## config.mk

```make
export PLATFORM = sky130hd
export DESIGN_NAME = life_board_ring
export DESIGN_NICKNAME = d
export VERILOG_FILES = /design/src/rtl/life_board_ring.sv
export SDC_FILE = /design/constraint.sdc
export NUM_CORES = 1
export LEC_CHECK = 0
export BUFFER_PORTS_ARGS = -buffer_cell sky130_fd_sc_hd__buf_2
export CAP_MARGIN = 30
export CORE_MARGIN = 3
export CORE_UTILIZATION = 45
export CTS_CLUSTER_DIAMETER = 120
export DETAILED_ROUTE_END_ITERATION = 8
export GPL_ROUTABILITY_DRIVEN = 0
export PLACE_DENSITY_LB_ADDON = 0.12
export SYNTH_ARGS = -nofsm -noshare
export SYNTH_HDL_FRONTEND = slang
export SYNTH_SLANG_ARGS = --single-unit
export TNS_END_PERCENT = 50
```

## constraint.sdc

```tcl
create_clock -name clk -period 4.2 [get_ports clk]
set_input_delay 0.42 -clock clk [delete_from_list [all_inputs] [get_ports clk]]
set_output_delay 0.42 -clock clk [all_outputs]
set_load 0.01 [all_outputs]
```

## src/rtl/life_board_ring.sv

```systemverilog
// Circular X*Y-cell board store for the Life engine: streams one cell per shift,
// tracks rotation for cursor edits, runs clear/random fill sweeps, snapshots frames.
module life_board_ring #(
  parameter int          X     = 8,
  parameter int          Y     = 8,
  parameter int          LOG2X = 3,
  parameter int          LOG2Y = 3,
  parameter logic [15:0] SEED  = 16'hACE1
) (
  input  logic                   clk,
  input  logic                   reset,
  input  logic                   run,
  input  logic                   cell_in,
  output logic                   cell_out,
  input  logic [2:0]             cmd,
  input  logic                   cmd_valid,
  output logic                   cmd_ready,
  input  logic [LOG2X-1:0]       cursor_x,
  input  logic [LOG2Y-1:0]       cursor_y,
  output logic [LOG2X+LOG2Y-1:0] pos,
  output logic                   frame_start,
  output logic                   fill_done,
  output logic [X*Y-1:0]         board_snap
);

  localparam int              N         = X * Y;
  localparam int              PW        = LOG2X + LOG2Y;
  localparam logic [PW-1:0]   LAST      = PW'(N - 1);
  localparam logic [15:0]     LFSR_MASK = 16'hB400;

  localparam logic [2:0] CMD_FLIP        = 3'd1;
  localparam logic [2:0] CMD_SET         = 3'd2;
  localparam logic [2:0] CMD_CLR         = 3'd3;
  localparam logic [2:0] CMD_CLEAR_ALL   = 3'd4;
  localparam logic [2:0] CMD_RANDOM_FILL = 3'd5;

  typedef enum logic {IDLE, FILL} state_t;

  state_t          state_q, state_d;
  logic [N-1:0]    data_q, data_d;
  logic [N-1:0]    snap_q, snap_d;
  logic [PW-1:0]   pos_q, pos_d;
  logic [PW-1:0]   cnt_q, cnt_d;
  logic [15:0]     lfsr_q, lfsr_d;
  logic            random_q, random_d;
  logic            frame_start_q, frame_start_d;
  logic            fill_done_q, fill_done_d;
  logic            cmd_ready_q, cmd_ready_d;

  logic            shift;
  logic            shift_in;
  logic            edit_en;
  logic            in_range;
  logic [PW:0]     lin_idx;
  logic [PW:0]     diff;
  logic [PW-1:0]   phys;

  assign in_range = ({1'b0, cursor_x} < (LOG2X + 1)'(X)) &&
                    ({1'b0, cursor_y} < (LOG2Y + 1)'(Y));
  assign lin_idx  = (PW + 1)'(cursor_y) * (PW + 1)'(X) + (PW + 1)'(cursor_x);

  always_comb begin
    state_d       = state_q;
    data_d        = data_q;
    snap_d        = snap_q;
    pos_d         = pos_q;
    cnt_d         = cnt_q;
    lfsr_d        = lfsr_q;
    random_d      = random_q;
    frame_start_d = 1'b0;
    fill_done_d   = 1'b0;
    shift         = 1'b0;
    shift_in      = 1'b0;
    edit_en       = 1'b0;
    diff          = '0;
    phys          = '0;

    case (state_q)
      IDLE: begin
        shift    = run;
        shift_in = cell_in;
        if (cmd_valid) begin
          case (cmd)
            CMD_FLIP, CMD_SET, CMD_CLR: edit_en = in_range;
            CMD_CLEAR_ALL, CMD_RANDOM_FILL: begin
              state_d  = FILL;
              random_d = (cmd == CMD_RANDOM_FILL);
              cnt_d    = LAST;
            end
            default: ;
          endcase
        end
      end
      FILL: begin
        shift    = 1'b1;
        shift_in = random_q & lfsr_q[0];
        if (random_q)
          lfsr_d = {1'b0, lfsr_q[15:1]} ^ (lfsr_q[0] ? LFSR_MASK : 16'h0000);
        if (cnt_q == '0) begin
          state_d     = IDLE;
          fill_done_d = 1'b1;
        end else begin
          cnt_d = cnt_q - 1'b1;
        end
      end
      default: state_d = IDLE;
    endcase

    if (shift) begin
      data_d = {shift_in, data_q[N-1:1]};
      pos_d  = (pos_q == LAST) ? '0 : pos_q + 1'b1;
    end

    // Edits target the cell's location after this cycle's rotation.
    diff = lin_idx - {1'b0, pos_d};
    if (diff[PW])
      diff = diff + (PW + 1)'(N);
    phys = diff[PW-1:0];

    if (edit_en) begin
      for (int k = 0; k < N; k++) begin
        if (PW'(k) == phys) begin
          case (cmd)
            CMD_FLIP: data_d[k] = ~data_d[k];
            CMD_SET:  data_d[k] = 1'b1;
            CMD_CLR:  data_d[k] = 1'b0;
            default:  ;
          endcase
        end
      end
    end

    if (shift && (pos_d == '0)) begin
      frame_start_d = 1'b1;
      snap_d        = data_d;
    end

    cmd_ready_d = (state_d == IDLE);
  end

  always_ff @(posedge clk or negedge reset) begin
    if (!reset) begin
      state_q       <= IDLE;
      data_q        <= '0;
      snap_q        <= '0;
      pos_q         <= '0;
      cnt_q         <= '0;
      lfsr_q        <= SEED;
      random_q      <= 1'b0;
      frame_start_q <= 1'b0;
      fill_done_q   <= 1'b0;
      cmd_ready_q   <= 1'b1;
    end else begin
      state_q       <= state_d;
      data_q        <= data_d;
      snap_q        <= snap_d;
      pos_q         <= pos_d;
      cnt_q         <= cnt_d;
      lfsr_q        <= lfsr_d;
      random_q      <= random_d;
      frame_start_q <= frame_start_d;
      fill_done_q   <= fill_done_d;
      cmd_ready_q   <= cmd_ready_d;
    end
  end

  assign cell_out    = data_q[0];
  assign cmd_ready   = cmd_ready_q;
  assign pos         = pos_q;
  assign frame_start = frame_start_q;
  assign fill_done   = fill_done_q;
  assign board_snap  = snap_q;

endmodule

```

After elaboration in Yosys (flattened, before gate mapping)

Cells that the tools add are included.

Output and inout port bits: 74
Bits in registers: 161

Reductions and logical operators: 9
Eq/ne operators: 72
Multiplexer cells: 150
Bitwise gates (word level): 68
$add $sub $neg: 5

Operator list:

| operator                                          | number |
|---|---|
| == test 6 bit (first input constant)              | 32 |
| one-hot mux 1 bit (3 select lines)                | 64 |
| two-way mux 64 bit                                | 2 |
| == test 5 x 6 -> 1 bit (first input constant)     | 16 |
| two-way mux 1 bit                                 | 73 |
| inverter 1 bit                                    | 66 |
| == test 4 x 6 -> 1 bit (first input constant)     | 8 |
| two-way mux 6 bit                                 | 6 |
| == test 3 x 6 -> 1 bit (first input constant)     | 4 |
| logical NOT 6 bit                                 | 3 |
| two-way mux 16 bit                                | 1 |
| XOR 15 x 16 -> 16 bit                             | 1 |
| adder 6 x 1 -> 6 bit (second input constant)      | 2 |
| == test 2 x 6 -> 1 bit (first input constant)     | 2 |
| one-hot mux 6 bit (2 select lines)                | 1 |
| adder 6 x 3 -> 7 bit                              | 1 |
| subtractor 7 x 6 -> 7 bit                         | 1 |
| == test 1 x 6 -> 1 bit (first input constant)     | 1 |
| == test 3 x 2 -> 1 bit (second input constant)    | 2 |
| == test 3 bit (second input constant)             | 2 |
| == test 6 bit (second input constant)             | 1 |
| one-hot mux 1 bit (2 select lines)                | 3 |
| AND reduction 3 bit                               | 2 |
| subtractor 6 x 1 -> 6 bit (second input constant) | 1 |
| other kinds (8)                                   | 9 |

Longest topological paths before layout

Depth in word-level cells: 9
Gate-level depth with buffers: 16
Depth with buffers taken out: 14

Worst setup path after synthesis

Ideal clock, no wire load.

Kind: input to register
Start: input port run
End: register snap_q[30], in the netlist board_snap[30]
Required time: 4.105 ns
Data arrival time: 3.469 ns
Stages on the path: 12
Setup slack: 0.635 ns
Setup time: 0.095 ns
Cell sequence: or2_1 -> buf_2 -> buf_1 -> mux2i_1 -> ha_1 -> nand2b_1 -> a21oi_1 -> a2111oi_4 -> xor3_1 -> clkbuf_1 -> o31a_1 -> o31ai_1

Longest elaborated chain between the ends: 8
Elaborated cells between the ends (all ways): 13

RTL lines:

| element                              | line | text |
|---|---|---|
| start, declared                      | 12   | `input logic run,` |
| one-hot mux 1 bit (2 select lines) * | 78   | `case (state_q)` |
| two-way mux 6 bit                    | 109  | `if (shift) begin` |
| subtractor 7 x 6 -> 7 bit            | 115  | `diff = lin_idx - {1'b0, pos_d};` |
| adder 6 x 1 -> 6 bit                 | 117  | `diff = diff + (PW + 1)'(N);` |
| two-way mux 6 bit                    | 116  | `if (diff[PW])` |
| == test 5 x 6 -> 1 bit               | 122  | `if (PW'(k) == phys) begin` |
| two-way mux 1 bit                    | 122  |  |
| two-way mux 64 bit                   | 120  | `if (edit_en) begin` |
| end signal, assigned                 | 156  | `snap_q <= snap_d;` |
| end, declared                        | 41   | `logic [N-1:0] snap_q, snap_d;` |

Every way passes the cells marked *; elsewhere a longest branch is shown, timed or not.
A chain may end at the register's enable or synchronous reset.

Worst setup path in the final report

Start: register pos_q[0], in the netlist pos[0]
End: register data_q[33]

Longest elaborated chain between the ends: 9
Elaborated cells between the ends (all ways): 10

RTL lines:

| element                                               | line | text |
|---|---|---|
| start, declared                                       | 42   | `logic [PW-1:0] pos_q, pos_d;` |
| start signal, assigned                                | 157  | `pos_q <= pos_d;` |
| adder 6 x 1 -> 6 bit or == test 6 bit (tied branches) | 111  | `pos_d = (pos_q == LAST) ? '0 : pos_q + 1'b1;` |
| two-way mux 6 bit *                                   | 111  |  |
| two-way mux 6 bit *                                   | 109  |  |
| net pos_d[4]                                          | 42   |  |
| subtractor 7 x 6 -> 7 bit *                           | 115  |  |
| adder 6 x 1 -> 6 bit                                  | 117  |  |
| two-way mux 6 bit *                                   | 116  |  |
| == test 6 bit *                                       | 122  |  |
| two-way mux 1 bit *                                   | 122  |  |
| two-way mux 64 bit *                                  | 120  |  |
| net data_d[33]                                        | 40   | `logic [N-1:0] data_q, data_d;` |
| end signal, assigned                                  | 155  | `data_q <= data_d;` |
| end, declared                                         | 40   |  |

The timed path passes the listed nets; every way through them passes the cells marked *.

==> results.toml <==
[status]
status = "finished, final reports clean"

[sta]
relSlewSlack_pct = 33.3
slew_violations = 0
finalClockSkew_ps = 9.06
setup_viol = 0
fin_crit_sh_pct = 91.8
clock.fmax_mhz = 259
grt_setup_unrepaired = "yes"
fin_crit_ps = 3860
worst_slew_pin_slew_ps = 1000
hold_violations = 0
setup_ws_ps = 343

[synth]
ys_ff_latch = 161
syn_area_per_cell_um2 = 9.63
synth_compound_area_share_pct = 19.1
ys_seq_area_share_pct = 47.4
mappedNetlistArea_mm2 = 0.00852
synth_top_cell_by_area = "dfrtp_1"
yosys_warnings = 0
async_flop_share_pct = 100
yosysMostFrequentCell = "dfrtp_1"
synthMuxAreaShare_pct = 9.64
syn_nets = 908
yosys_most_used_dff = "dfrtp_1"
synth_top_area_share_pct = 44.6
synth.top_cells.by_count = "152 x dfrtp_1, 123 x nand2_1, 65 x o31ai_1"
synth_top_family_by_area = "compound AO/OA/AOI/OAI gates"
synth.distinct_cells = 52
synth_fa_ha_area_share_pct = 1.41
yosys.area_share.simple_pct = 16.6
postSynthCellCount = 885
synth_xor_area_share_pct = 1.67
synth_edf_count = 0
synth_area_leaders = "dfrtp_1 45%, o31ai_1 5.7%, nand2_1 5.4%"

[worst_setup_path]
r2r_end = "data_q[33]"
required_ps = 4510
reg2reg_depth = 12
rr_startpoint = "pos[0]"
cp.arrival_ps = 4160
path_max_fanout = 33
path_class = "flip-flop to flip-flop"
end_kind = "flip-flop"
start_kind = "flip-flop"
r2r_slack_ps = 340

[run]
drv_cap = 0

[clock_network]
clk-insertion-delay-late_ps = 440
cts_setup_buffers = 0
cts_root_buf = "clkbuf_16"
cts_made_buffers = 17
cts_sinks = 161
cts.clk_slew.worst_paths_ps = 60
htree_levels = 4
cts_buffer_depth = 2
cts_tree = "done"

[worst_hold_path]
hold_end = "random_q"
hold_depth = 2
hold_class = "input pin to flip-flop"
min_from = "cmd[0]"

[floorplanning]
die_height_um = 144
die_x_um = 144
initial_utilization_pct = 46.7
die-area_mm2 = 0.0206
rows = 49
io_pins = 88
fp.coreArea_mm2 = 0.0183

[global_routing]
met1_usage_pct = 35.0
grt-ovfl-total = 0
grtUsageMet3_pct = 6.12
grt_start_max_net_pins = 73
met2_usage_pct = 38.9
grt_usage_pct = 25.2
grt_pass1_vias = 6981
antenna_found_initial = 0
grt_busiest_layer = "met2"
grt_pass1_wl_mm = 39.8

[route]
drtPass1Iterations = 5
wl_per_cell_um = 20.9
dr_total_vias = 7188
viasPerCell = 5.99
drc_errors = 0
drt_iter0_markers = 598
detail-route-antenna-nets = 0
totalWireLength_mm = 25.1

[layout]
drive_gt1_share_pct = 23.8
syn_to_final_growth_pct = 17.2
fin_util_pct = 54.7
layout.nets = 982
diodes = 0

[placement]
numPortBuffers = 87
pre_cts_slack_ps = 275
hpwl_mm = 16.5

[pwr]
power_leakage_nw = 4.56
p_seq_share_pct = 27.2
swShare_pct = 45.2
intPower_mw = 3.70
irDropWorstVdd_mv = 0.496
clkPwrFrac_pct = 26.0
p_sw_mw = 3.05
combPwrFrac_pct = 46.7
powerDensity_mw_per_mm2 = 676
[timing repair]
action / in CTS / in global routing
gates resized for setup: 0 / 3
hold buffers: 1 / 0
setup endpoints to repair: 0 / 5
endpoints found under the hold margin: 30 / 0
[flip-flops by register name, indices dropped and copies added, names as in the netlist]
name         count
board_snap      64
data_q          64
lfsr_q          16
cnt_q            6
pos              6
cmd_ready        1
fill_done        1
frame_start      1
random_q         1
state_q          1
[cells in the final DEF (no fill, tap or decap), drive strengths merged, types with 33 or more instances in the layout]
cell type    n
buf        126
mux2        33
nor3        41
o21ai       45
nand2      123
nor2        64
a31oi       39
o31a        43
mux2i       45
a21oi       35
o31ai       65
dfrtp      152
[worst max-delay path, stage by stage (launching register included)]
cell	delay [ps]
dfrtp_1	480
ha_1	310
nand4_1	130
xnor2_1	260
inv_1	80
ha_1	390
nand3_1	120
a21oi_1	60
a2111oi_4	400
xnor3_4	730
buf_4	270
nor3_2	320
a31oi_1	140
[worst max path at each step]
stage | start | endpoint | depth (start not counted)
after global routing | pos[0] | board_snap[38] | 12
final | pos[0] | data_q[33] | 12
after global placement | pos[0] | board_snap[38] | 15
after CTS | pos[0] | board_snap[38] | 15
after detailed placement | pos[0] | board_snap[38] | 15
after floorplan | run | board_snap[30] | 12
[metal layers]
| metal | share of wire (%) | wire length [um] |
|---|---|---|
| met4 | 2.4 | 595 |
| met3 | 6.0 | 1510 |
| met2 | 46 | 11500 |
| met5 | 0 | 0 |
| met1 | 46 | 11400 |
[power by group through the flow]
stage          Combinational (mW)  Sequential, mW  Clock [mW]
5_1_grt                      3.40            1.86        1.85
3_3_place_gp                 3.08            1.87           0
3_5_place_dp                 3.10            1.87           0
2_1_floorplan                1.93            1.92           0
6_report                     3.16            1.84        1.76
4_1_cts                      3.12            1.84        1.78
[kinds of logic after synthesis]
family / after synthesis
AOI/OAI and AO/OA: 239
xor gates and xnor gates: 13
adders and majority gates: 9
buffers and inverters: 84
DFF: 161
muxes: 78
and+or+nand+nor: 301
[metrics by stage]
step           std cells  cell area (um2)  setup TNS [ps]  power (mW)  hold slack (ps)
2_1_floorplan        885             8520               0        3.84              124
3_3_place_gp        1167             9280               0        4.94              455
3_5_place_dp        1168             9310               0        4.97              351
4_1_cts             1200             9980               0        6.74              348
5_1_grt             1200             9990           -9.64        7.12              357
6_report            1200             9990               0        6.76              364
[cell type report]
class | instances | area, um2
Fill cell | 1677 | 8280
Multi-Input combinational cell | 640 | 4170
Sequential cell | 161 | 4040
Timing Repair Buffer | 127 | 790
Clock buffer | 21 | 480
Tap cell | 229 | 287
Clock inverter | 10 | 180
Inverter | 12 | 46.3
Note: power is estimated with default switching activity, not from simulation.
